===== src/rtl/core_if_ifu_pkg.sv =====
`default_nettype none
// ============================================================================
// Module   : core_if_ifu_pkg
// Purpose  : Shared widths, reset constants, opcodes and immediate helpers
//            for the instruction fetch unit.
// Revision : 1.0
// ============================================================================
package core_if_ifu_pkg;

  localparam int CORE_PC_WIDTH   = 32;
  localparam int CORE_INST_WIDTH = 32;
  localparam int CORE_IFQ_DEPTH  = 2;

  localparam logic [CORE_PC_WIDTH-1:0] CORE_RESET_PC   = 32'h8000_0000;
  localparam logic [6:0]               CORE_OPC_JAL    = 7'b1101111;
  localparam logic [6:0]               CORE_OPC_BRANCH = 7'b1100011;

  typedef struct packed {
    logic [CORE_PC_WIDTH-1:0]   pc;
    logic [CORE_INST_WIDTH-1:0] inst;
    logic                       pred;
  } ifq_entry_t;

  function automatic logic [CORE_PC_WIDTH-1:0] imm_j(input logic [CORE_INST_WIDTH-1:0] inst);
    return {{11{inst[31]}}, inst[31], inst[19:12], inst[20], inst[30:21], 1'b0};
  endfunction

  function automatic logic [CORE_PC_WIDTH-1:0] imm_b(input logic [CORE_INST_WIDTH-1:0] inst);
    return {{19{inst[31]}}, inst[31], inst[7], inst[30:25], inst[11:8], 1'b0};
  endfunction

endpackage
`default_nettype wire


===== src/rtl/core_if_predecode.sv =====
`default_nettype none
// ============================================================================
// Module   : core_if_predecode
// Purpose  : Combinational static predictor: JAL and backward branches taken.
// Revision : 1.0
// ============================================================================
module core_if_predecode
  import core_if_ifu_pkg::*;
(
  input  logic [CORE_INST_WIDTH-1:0] i_inst,
  input  logic [CORE_PC_WIDTH-1:0]   i_pc,
  output logic                       o_pred_taken,
  output logic [CORE_PC_WIDTH-1:0]   o_pred_target
);

  logic                     w_is_jal;
  logic                     w_is_branch;
  logic [CORE_PC_WIDTH-1:0] w_imm_j;
  logic [CORE_PC_WIDTH-1:0] w_imm_b;

  always_comb begin
    w_is_jal      = (i_inst[6:0] == CORE_OPC_JAL);
    w_is_branch   = (i_inst[6:0] == CORE_OPC_BRANCH);
    w_imm_j       = imm_j(i_inst);
    w_imm_b       = imm_b(i_inst);
    // The sign bit of the B-immediate marks a backward (loop) branch.
    o_pred_taken  = w_is_jal | (w_is_branch & w_imm_b[CORE_PC_WIDTH-1]);
    o_pred_target = w_is_jal ? (i_pc + w_imm_j) : (i_pc + w_imm_b);
  end

endmodule
`default_nettype wire


===== src/rtl/core_if_ifu.sv =====
`default_nettype none
// ============================================================================
// Module   : core_if_ifu
// Purpose  : Fetch PC generation, credit-limited memory requests, static
//            prediction and a small decode-bound fetch queue.
// Revision : 1.0
// ============================================================================
module core_if_ifu
  import core_if_ifu_pkg::*;
#(
  parameter logic [CORE_PC_WIDTH-1:0] RESET_PC = CORE_RESET_PC,
  parameter int                       QDEPTH   = CORE_IFQ_DEPTH
) (
  input  logic                       clk,
  input  logic                       rst,
  output logic                       o_req_valid,
  input  logic                       i_req_ready,
  output logic [CORE_PC_WIDTH-1:0]   o_req_addr,
  input  logic                       i_rsp_valid,
  input  logic [CORE_INST_WIDTH-1:0] i_rsp_inst,
  output logic                       valid_out,
  input  logic                       ready_out,
  output logic [CORE_PC_WIDTH-1:0]   o_pc,
  output logic [CORE_INST_WIDTH-1:0] o_inst,
  output logic                       o_branch_predict,
  input  logic                       i_pipe_flush_req,
  input  logic [CORE_PC_WIDTH-1:0]   i_flush_pc
);

  localparam int CW = $clog2(QDEPTH + 1);
  localparam int IW = (QDEPTH > 1) ? $clog2(QDEPTH) : 1;

  function automatic logic [IW-1:0] ptr_inc(input logic [IW-1:0] p);
    return (p == IW'(QDEPTH - 1)) ? '0 : p + IW'(1);
  endfunction

  logic [CORE_PC_WIDTH-1:0] r_fpc;
  logic [CW-1:0]            r_out_cnt;
  logic [CW-1:0]            r_drop_cnt;
  logic [CW-1:0]            r_q_cnt;
  logic [CORE_PC_WIDTH-1:0] r_if_pc [QDEPTH];
  logic [IW-1:0]            r_if_rptr;
  logic [IW-1:0]            r_if_wptr;
  ifq_entry_t               r_q [QDEPTH];
  logic [IW-1:0]            r_q_rptr;
  logic [IW-1:0]            r_q_wptr;

  logic                     w_credit;
  logic                     w_req_fire;
  logic [CORE_PC_WIDTH-1:0] w_rsp_pc;
  logic                     w_pred_taken;
  logic [CORE_PC_WIDTH-1:0] w_pred_target;
  logic                     w_rsp_keep;
  logic                     w_redir_pend;
  logic                     w_deq;
  logic [CW-1:0]            w_out_nxt;
  logic [CW-1:0]            w_drop_nxt;
  logic [CORE_PC_WIDTH-1:0] w_fpc_nxt;
  logic [CW-1:0]            w_q_cnt_nxt;

  assign w_rsp_pc = r_if_pc[r_if_rptr];

  core_if_predecode u_predecode (
    .i_inst        (i_rsp_inst),
    .i_pc          (w_rsp_pc),
    .o_pred_taken  (w_pred_taken),
    .o_pred_target (w_pred_target)
  );

  always_comb begin
    w_credit     = (({1'b0, r_out_cnt} + {1'b0, r_q_cnt}) < (CW + 1)'(QDEPTH));
    w_rsp_keep   = i_rsp_valid & (r_drop_cnt == '0) & ~i_pipe_flush_req;
    w_redir_pend = w_rsp_keep & w_pred_taken;
    o_req_valid  = w_credit & ~i_pipe_flush_req & ~w_redir_pend;
    o_req_addr   = r_fpc;
    w_req_fire   = o_req_valid & i_req_ready;

    valid_out        = (r_q_cnt != '0) & ~i_pipe_flush_req;
    o_pc             = r_q[r_q_rptr].pc;
    o_inst           = r_q[r_q_rptr].inst;
    o_branch_predict = r_q[r_q_rptr].pred;
    w_deq            = valid_out & ready_out;

    w_out_nxt = r_out_cnt + CW'(w_req_fire) - CW'(i_rsp_valid);

    // On flush or predicted redirect every request still outstanding after
    // this cycle belongs to the abandoned path, which is exactly w_out_nxt.
    w_drop_nxt = r_drop_cnt;
    if (i_pipe_flush_req || w_redir_pend) begin
      w_drop_nxt = w_out_nxt;
    end else if (i_rsp_valid && (r_drop_cnt != '0)) begin
      w_drop_nxt = r_drop_cnt - CW'(1);
    end

    w_fpc_nxt = r_fpc;
    if (i_pipe_flush_req) begin
      w_fpc_nxt = {i_flush_pc[CORE_PC_WIDTH-1:2], 2'b00};
    end else if (w_redir_pend) begin
      w_fpc_nxt = {w_pred_target[CORE_PC_WIDTH-1:2], 2'b00};
    end else if (w_req_fire) begin
      w_fpc_nxt = r_fpc + CORE_PC_WIDTH'(4);
    end

    w_q_cnt_nxt = r_q_cnt + CW'(w_rsp_keep) - CW'(w_deq);
  end

  always_ff @(posedge clk) begin
    if (rst) begin
      r_fpc      <= RESET_PC;
      r_out_cnt  <= '0;
      r_drop_cnt <= '0;
      r_if_rptr  <= '0;
      r_if_wptr  <= '0;
      r_q_cnt    <= '0;
      r_q_rptr   <= '0;
      r_q_wptr   <= '0;
      for (int i = 0; i < QDEPTH; i++) begin
        r_if_pc[i] <= '0;
        r_q[i]     <= '0;
      end
    end else begin
      r_fpc      <= w_fpc_nxt;
      r_out_cnt  <= w_out_nxt;
      r_drop_cnt <= w_drop_nxt;

      // In-flight PCs survive a flush: their responses still arrive in order.
      if (w_req_fire) begin
        r_if_pc[r_if_wptr] <= r_fpc;
        r_if_wptr          <= ptr_inc(r_if_wptr);
      end
      if (i_rsp_valid) begin
        r_if_rptr <= ptr_inc(r_if_rptr);
      end

      if (i_pipe_flush_req) begin
        r_q_cnt  <= '0;
        r_q_rptr <= '0;
        r_q_wptr <= '0;
      end else begin
        if (w_rsp_keep) begin
          r_q[r_q_wptr] <= '{pc: w_rsp_pc, inst: i_rsp_inst, pred: w_pred_taken};
          r_q_wptr      <= ptr_inc(r_q_wptr);
        end
        if (w_deq) begin
          r_q_rptr <= ptr_inc(r_q_rptr);
        end
        r_q_cnt <= w_q_cnt_nxt;
      end
    end
  end

endmodule
`default_nettype wire


===== config.mk =====
export PLATFORM = sky130hd
export DESIGN_NAME = core_if_ifu
export DESIGN_NICKNAME = d
export VERILOG_FILES = /design/src/rtl/core_if_ifu_pkg.sv /design/src/rtl/core_if_predecode.sv /design/src/rtl/core_if_ifu.sv
export SDC_FILE = /design/constraint.sdc
export NUM_CORES = 1
export LEC_CHECK = 0
export ABC_AREA = 1
export CAP_MARGIN = 30
export CORE_MARGIN = 5
export CORE_UTILIZATION = 70
export CTS_CLUSTER_DIAMETER = 30
export DETAILED_ROUTE_END_ITERATION = 16
export DONT_BUFFER_PORTS = 1
export PLACE_DENSITY = 0.86
export SETUP_SLACK_MARGIN = 0.5
export SYNTH_ARGS = -nofsm -noshare
export SYNTH_HDL_FRONTEND = slang
export SYNTH_SLANG_ARGS = --single-unit

===== constraint.sdc =====
create_clock -name clk -period 6.9 [get_ports clk]
set_input_delay 1.38 -clock clk [delete_from_list [all_inputs] [get_ports clk]]
set_output_delay 1.38 -clock clk [all_outputs]
set_load 0.02 [all_outputs]

; ---- After elaboration in Yosys (flattened, before gate mapping)
; Memory sizes are Yosys's and may differ from the RTL's. A register that Yosys moved wholly into a read port is not among the register bits.
; Cells that the tools add are included.
[word_totals]
out_inout_bits = 99
n_memories = 2
ff_bits = 42
mem_bits_rw = 194
[op_classes]
add_sub_neg = 13
reduce_logical = 11
bitwise_logic = 12
n_eq_ne = 2
n_mux = 29
n_lt_le_gt_ge = 1
[memory_table]
columns = name, words, word_bits, rd, rd_ports_with_merged_regs, wr, line
row1 = r_q, 2, 65, 1, 1, 2, core_if_ifu.sv:44  ; ifq_entry_t r_q [QDEPTH];
row2 = r_if_pc, 2, 32, 1, 1, 2, core_if_ifu.sv:41  ; logic [CORE_PC_WIDTH-1:0] r_if_pc [QDEPTH];
[op_table]
columns = cell, count
row1 = $mux 32, 5
row2 = $mux 65, 1
row3 = $reduce_or 65->1, 1
row4 = $add 32x32->32, 2
row5 = $add 32x3->32 const B, 1
row6 = $reduce_or 32->1, 1
row7 = $mux 1, 21
row8 = $eq 7x7->1 const B, 2
row9 = $and 1x1->1, 9
row10 = $reduce_bool 2->1, 3
row11 = $add 1x1->1 const B, 4
row12 = $add 2x1->2, 2
row13 = $mux 2, 2
row14 = $sub 2x1->2, 2
row15 = $add 2x2->3, 1
row16 = $lt 3x2->1 const B, 1
row17 = $reduce_bool 3->1, 1
row18 = $reduce_or 3->1, 1
row19 = $logic_not 2->1, 1
row20 = $not 1->1, 2
row21 = $reduce_or 2->1, 1
row22 = $sub 2x1->2 const B, 1
row23 = $logic_and 1x1->1, 1
row24 = $logic_or 1x1->1, 1
row25 = $or 1x1->1, 1

; ---- Depth between registers and ports, before layout
[logic_depth]
depth_word = 12
mapped_depth = 22
ltp_nobuf = 21

; ---- Cells and area by module
; A second synthesis with hierarchy kept.
[hier_totals]
cells_unflattened = 1690
hier_area_um2 = 13604.3
[modules_own_cells]
columns = module, seq_area_each_um2, area_each_um2, cells_each, n_inst
row1 = core_if_ifu, 6426.2, 11055.6, 1178, 1
row2 = core_if_predecode, 0.0, 2548.7, 512, 1

; ---- Worst setup path after synthesis
; No wires, ideal clock.
[synth_path]
path_kind = input to register
start = input i_rsp_valid
end = memory r_q[0][0] (netlist name) (enable)
setup_ps = 422
t_required_ps = 6478
path_slack_ps = 2899
stages = 5
arrival_ps = 3579
n_path_buf = 1
path_cell_list = nand2_1 -> nor2_2 -> nand3_1 -> clkbuf_1 -> nand2_1
[synth_lines]
columns = element, line
row1 = "start, declared", core_if_ifu.sv:19  ; input logic i_rsp_valid,
row2 = "end, declared", core_if_ifu.sv:44

==> summary.md <==
| Metric | Value |
|---|---|
| Cell Int Power | `0.00308 W` |
| WL/cell | `~18 µm` |
| Chip height | `approximately 150 µm` |
| Dpl hpwl | `24.3 mm` |
| Largest net degree at the start of global routing | `between 60 and 70` |
| Setup TNS | `0 ns` |
| Mapped Area | `around 13000 µm²` |
| Post-cts resize count | `0` |
| Max Transition Viols Final | `0` |
| Clock skew | `around 0.018 ns` |
| FMAX | `0.256 GHz` |
| H-tree levels | `2` |
| Crit path buffers/inverters | `2` |
| First DRT Iteration DRCs | `between 1k and 1.5k` |
| Synth Register Bits | `roughly 230` |
| Core area | `18800 µm²` |
| Seq/Total Area, Yosys | `a little under half` |
| DR top layer | `met4` |
| P_sw | `around 0.0013 W` |
| Cell family with most CP delay | `simple AND/OR/NAND/NOR gates` |
| DR vias/cell | `between 5 and 6` |
| Nets | `~1.7k` |
| Number of routed nets with antenna violations | `0` |
| Top cell type's share of synthesized area | `between 40% and 50%` |
| Post-synth EDFFs | `between 150 and 200` |
| Post-CTS Hold Buffers | `0` |
| TritonCTS clock tree | `yes` |
| Netlist cell types | `40` |
| Post-Synthesis Cells | `1645` |
| # rows | `50` |
| CP required | `just over 7 ns` |
| Area Overhead vs Synth | `10.6%` |
| Max Cap Violations | `0` |
| Gr ovfl total | `0` |
| GRT Total Usage | `a little under a third` |
| Share of layout cells above drive strength 1 | `between 10% and 20%` |
| CTS sink count | `around 230` |
| Crit-path slowest cell | `nand2_1` |
| Worst EP arrival | `just over 4 ns` |
| Crit end category | `flop` |
| Chip width | `about 150 µm` |
| Final hold vios | `0` |
| Fillers | `~1.3k` |
| Top Ports | `169` |
| Global-route wire length before repair | `55.5 mm` |
| Post-route DRC | `0` |
| Avg Cell Area, Syn | `8.15 µm²` |
| # port buffers | `0` |
| Tcrit/Tclk final | `between 50% and 60%` |
| Min Tclk post-route | `approximately 3.9 ns` |
| Vias in the first global route | `approximately 11k` |
| Worst path max stage delay | `~0.49 ns` |
| CTS Buffer Depth | `3` |
| M1 WL | `approximately 14 mm` |
| Routability Congestion | `roughly 1` |
| Router iterations before antenna repair | `8` |
| Num CTS Buffers | `39` |
| Worst-Margin Slew | `0.919 ns` |
| Main synth FF type | `edfxtp_1` |
| Status | `complete, no violations` |
| Logic pwr share | `17.0%` |
| Worst-path cell chain | `inv_1 -> nor3_4 -> nand2_4 -> nand2_4 -> nand2_8 -> nand2_8 -> nor3_4 -> nand2_2 -> nor2_1 -> nand2_2 -> nand2_1 -> buf_4` |
| Relative slew slack | `38.7%` |
| Setup Fix Bufs, Post-CTS | `0` |
| Initial antenna violation count | `0` |
| Dominant cell type by area after synthesis | `edfxtp_1` |
| Switching Fraction | `between 20% and 30%` |
| Clock slew at reported path FFs | `roughly 0.05 ns` |
| Critical path peak fanout | `32` |
| Final wirelength | `35.0 mm` |
| WS Path Type | `in2reg` |
| Most area-consuming cells after synthesis | `edfxtp_1 (42%), nand2_1 (11%), nor2_1 (7.8%), inv_1 (7.3%), dfxtp_1 (6.3%)` |
| Hold WC Path Type | `reg2reg` |
| Met2 wire len | `~16 mm` |
| Wire length on met3 | `3.70 mm` |
| Cell Pwr Density | `about 290 nW/µm²` |
| Synth async-reset ratio | `0%` |
| Clock Power Share | `around 44%` |
| Initial core utilization | `between 70% and 80%` |
| Peak supply drop | `0.251 mV` |
| Synth Warn # | `0` |
| Root Buffer | `clkbuf_16` |
| RSZ-0062 raised after global routing | `false` |
| # setup viols final | `0` |
| Vias | `~11k` |
| Clk Latency, worst-skew pair | `~0.52 ns` |
| Die Area | `22000 µm²` |
| LEAKAGE | `6.75 nW` |
| Seq pwr share | `38.7%` |
| Worst Setup Start Kind | `primary input` |
| N_diodes | `0` |
| Final Util | `about four fifths` |
[final cells by class]
type | count | area, µm² | share of cell area [%]
Tap cell | 234 | 293 | 1.98
Sequential cell | 228 | 6430 | 43.4
Clock inverter | 19 | 233 | 1.57
Timing Repair Buffer | 11 | 82.6 | 0.557
Clock buffer | 50 | 1090 | 7.35
Inverter | 264 | 991 | 6.68
Multi-Input combinational cell | 1096 | 5710 | 38.5
[worst min-delay path, stage by stage (launching register included)]
cell and delay (ns):
dfxtp_1 0.31, nand3_1 0.08, nand2_1 0.05
[per-stage QoR]
stage | cell area [µm²] | worst slack, ns | power (W) | cells | hold slack [ns]
after floorplan | 13400 | 2.90 | 0.00225 | 1648 | 0.459
after global placement | 13500 | 2.61 | 0.00240 | 1833 | 0.466
after detailed placement | 13500 | 2.50 | 0.00242 | 1833 | 0.486
after CTS | 14800 | 2.99 | 0.00435 | 1902 | 0.495
after global routing | 14800 | 2.73 | 0.00453 | 1902 | 0.517
final | 14800 | 3.00 | 0.00435 | 1902 | 0.491
[cell usage in the layout, fill, tap and decap left out, types with 4 or more instances in the layout]
master	n
nor2_2	5
xnor2_1	4
mux2_2	63
clkinv_2	4
nand2_2	6
clkbuf_1	6
a21oi_2	11
bufinv_16	4
o21ai_1	24
nor2_1	280
nand3_1	68
buf_4	11
inv_1	261
o21ai_0	76
or2_2	11
clkbuf_16	41
nor3_1	14
a21oi_1	50
clkinv_4	4
nand4_1	11
nand2_1	377
xor2_1	19
dfxtp_1	41
edfxtp_1	186
nand3b_1	6
conb_1	4
ha_1	37
[registers in the layout, summed over array words and instances (netlist names), 2 cells and up, named ones only]
register / flops
r_q_cnt: 2
r_q: 126
o_req_addr: 30
r_out_cnt: 2
r_drop_cnt: 2
r_if_pc: 60
[logic make-up (layout without fill, tap and decap cells)]
group	count (synthesis)	after routing	synth area share (%)
buffers and inverters	324	344	9.70
multiplexers	66	66	5.52
adder cells (fa/ha/maj)	39	39	3.75
other	1	4	0.0280
XOR/XNOR	23	23	1.50
flip-flops	228	228	47.9
AO/OA/AOI/OAI	171	171	6.91
AND/OR/NAND/NOR	793	793	24.7
[cell usage after synthesis, types with 3 or more instances]
master and count:
o21ai_0 76, nor3_1 14, buf_2 10, edfxtp_1 186, nand4_1 11, o21ai_1 24, clkbuf_1 38, buf_6 7
or2_2 11, nor2_1 280, nor2_2 5, inv_2 3, a21oi_1 50, nor2_4 3, nand2_2 4, o21bai_1 3
a21oi_2 11, mux2_2 63, inv_1 261, nand2_1 379, nor3_4 3, ha_1 37, xor2_1 19, xnor2_1 4
dfxtp_1 42, buf_4 5, nand3_1 70, mux2i_1 3, nand3b_1 6
[metal layers]
layer	GRT usage, %	up-vias
li1	-	5248
met1	43.8	5070
met2	52.2	569
met3	6.43	79
met4	8.87	0
met5	0	-
[power groups by stage]
stage          Sequential (W)  Clock, W  Combinational, W
2_1_floorplan         0.00168         0          0.000566
3_3_place_gp          0.00170         0          0.000698
3_5_place_dp          0.00171         0          0.000719
4_1_cts               0.00168   0.00193          0.000730
5_1_grt               0.00169   0.00201          0.000828
6_report              0.00168   0.00193          0.000742
[final timing paths]
check	endpoint	cells after the start	slack, ns	startpoint
min reg2reg	r_if_wptr	2	0.49	r_if_wptr
min	r_if_wptr	2	0.49	r_if_wptr
max reg2reg	r_if_pc[0][27]	12	3.52	r_drop_cnt[0]
max	r_if_pc[0][27]	12	3.00	i_rsp_inst[6]
Note: power is estimated with default switching activity, not from simulation.
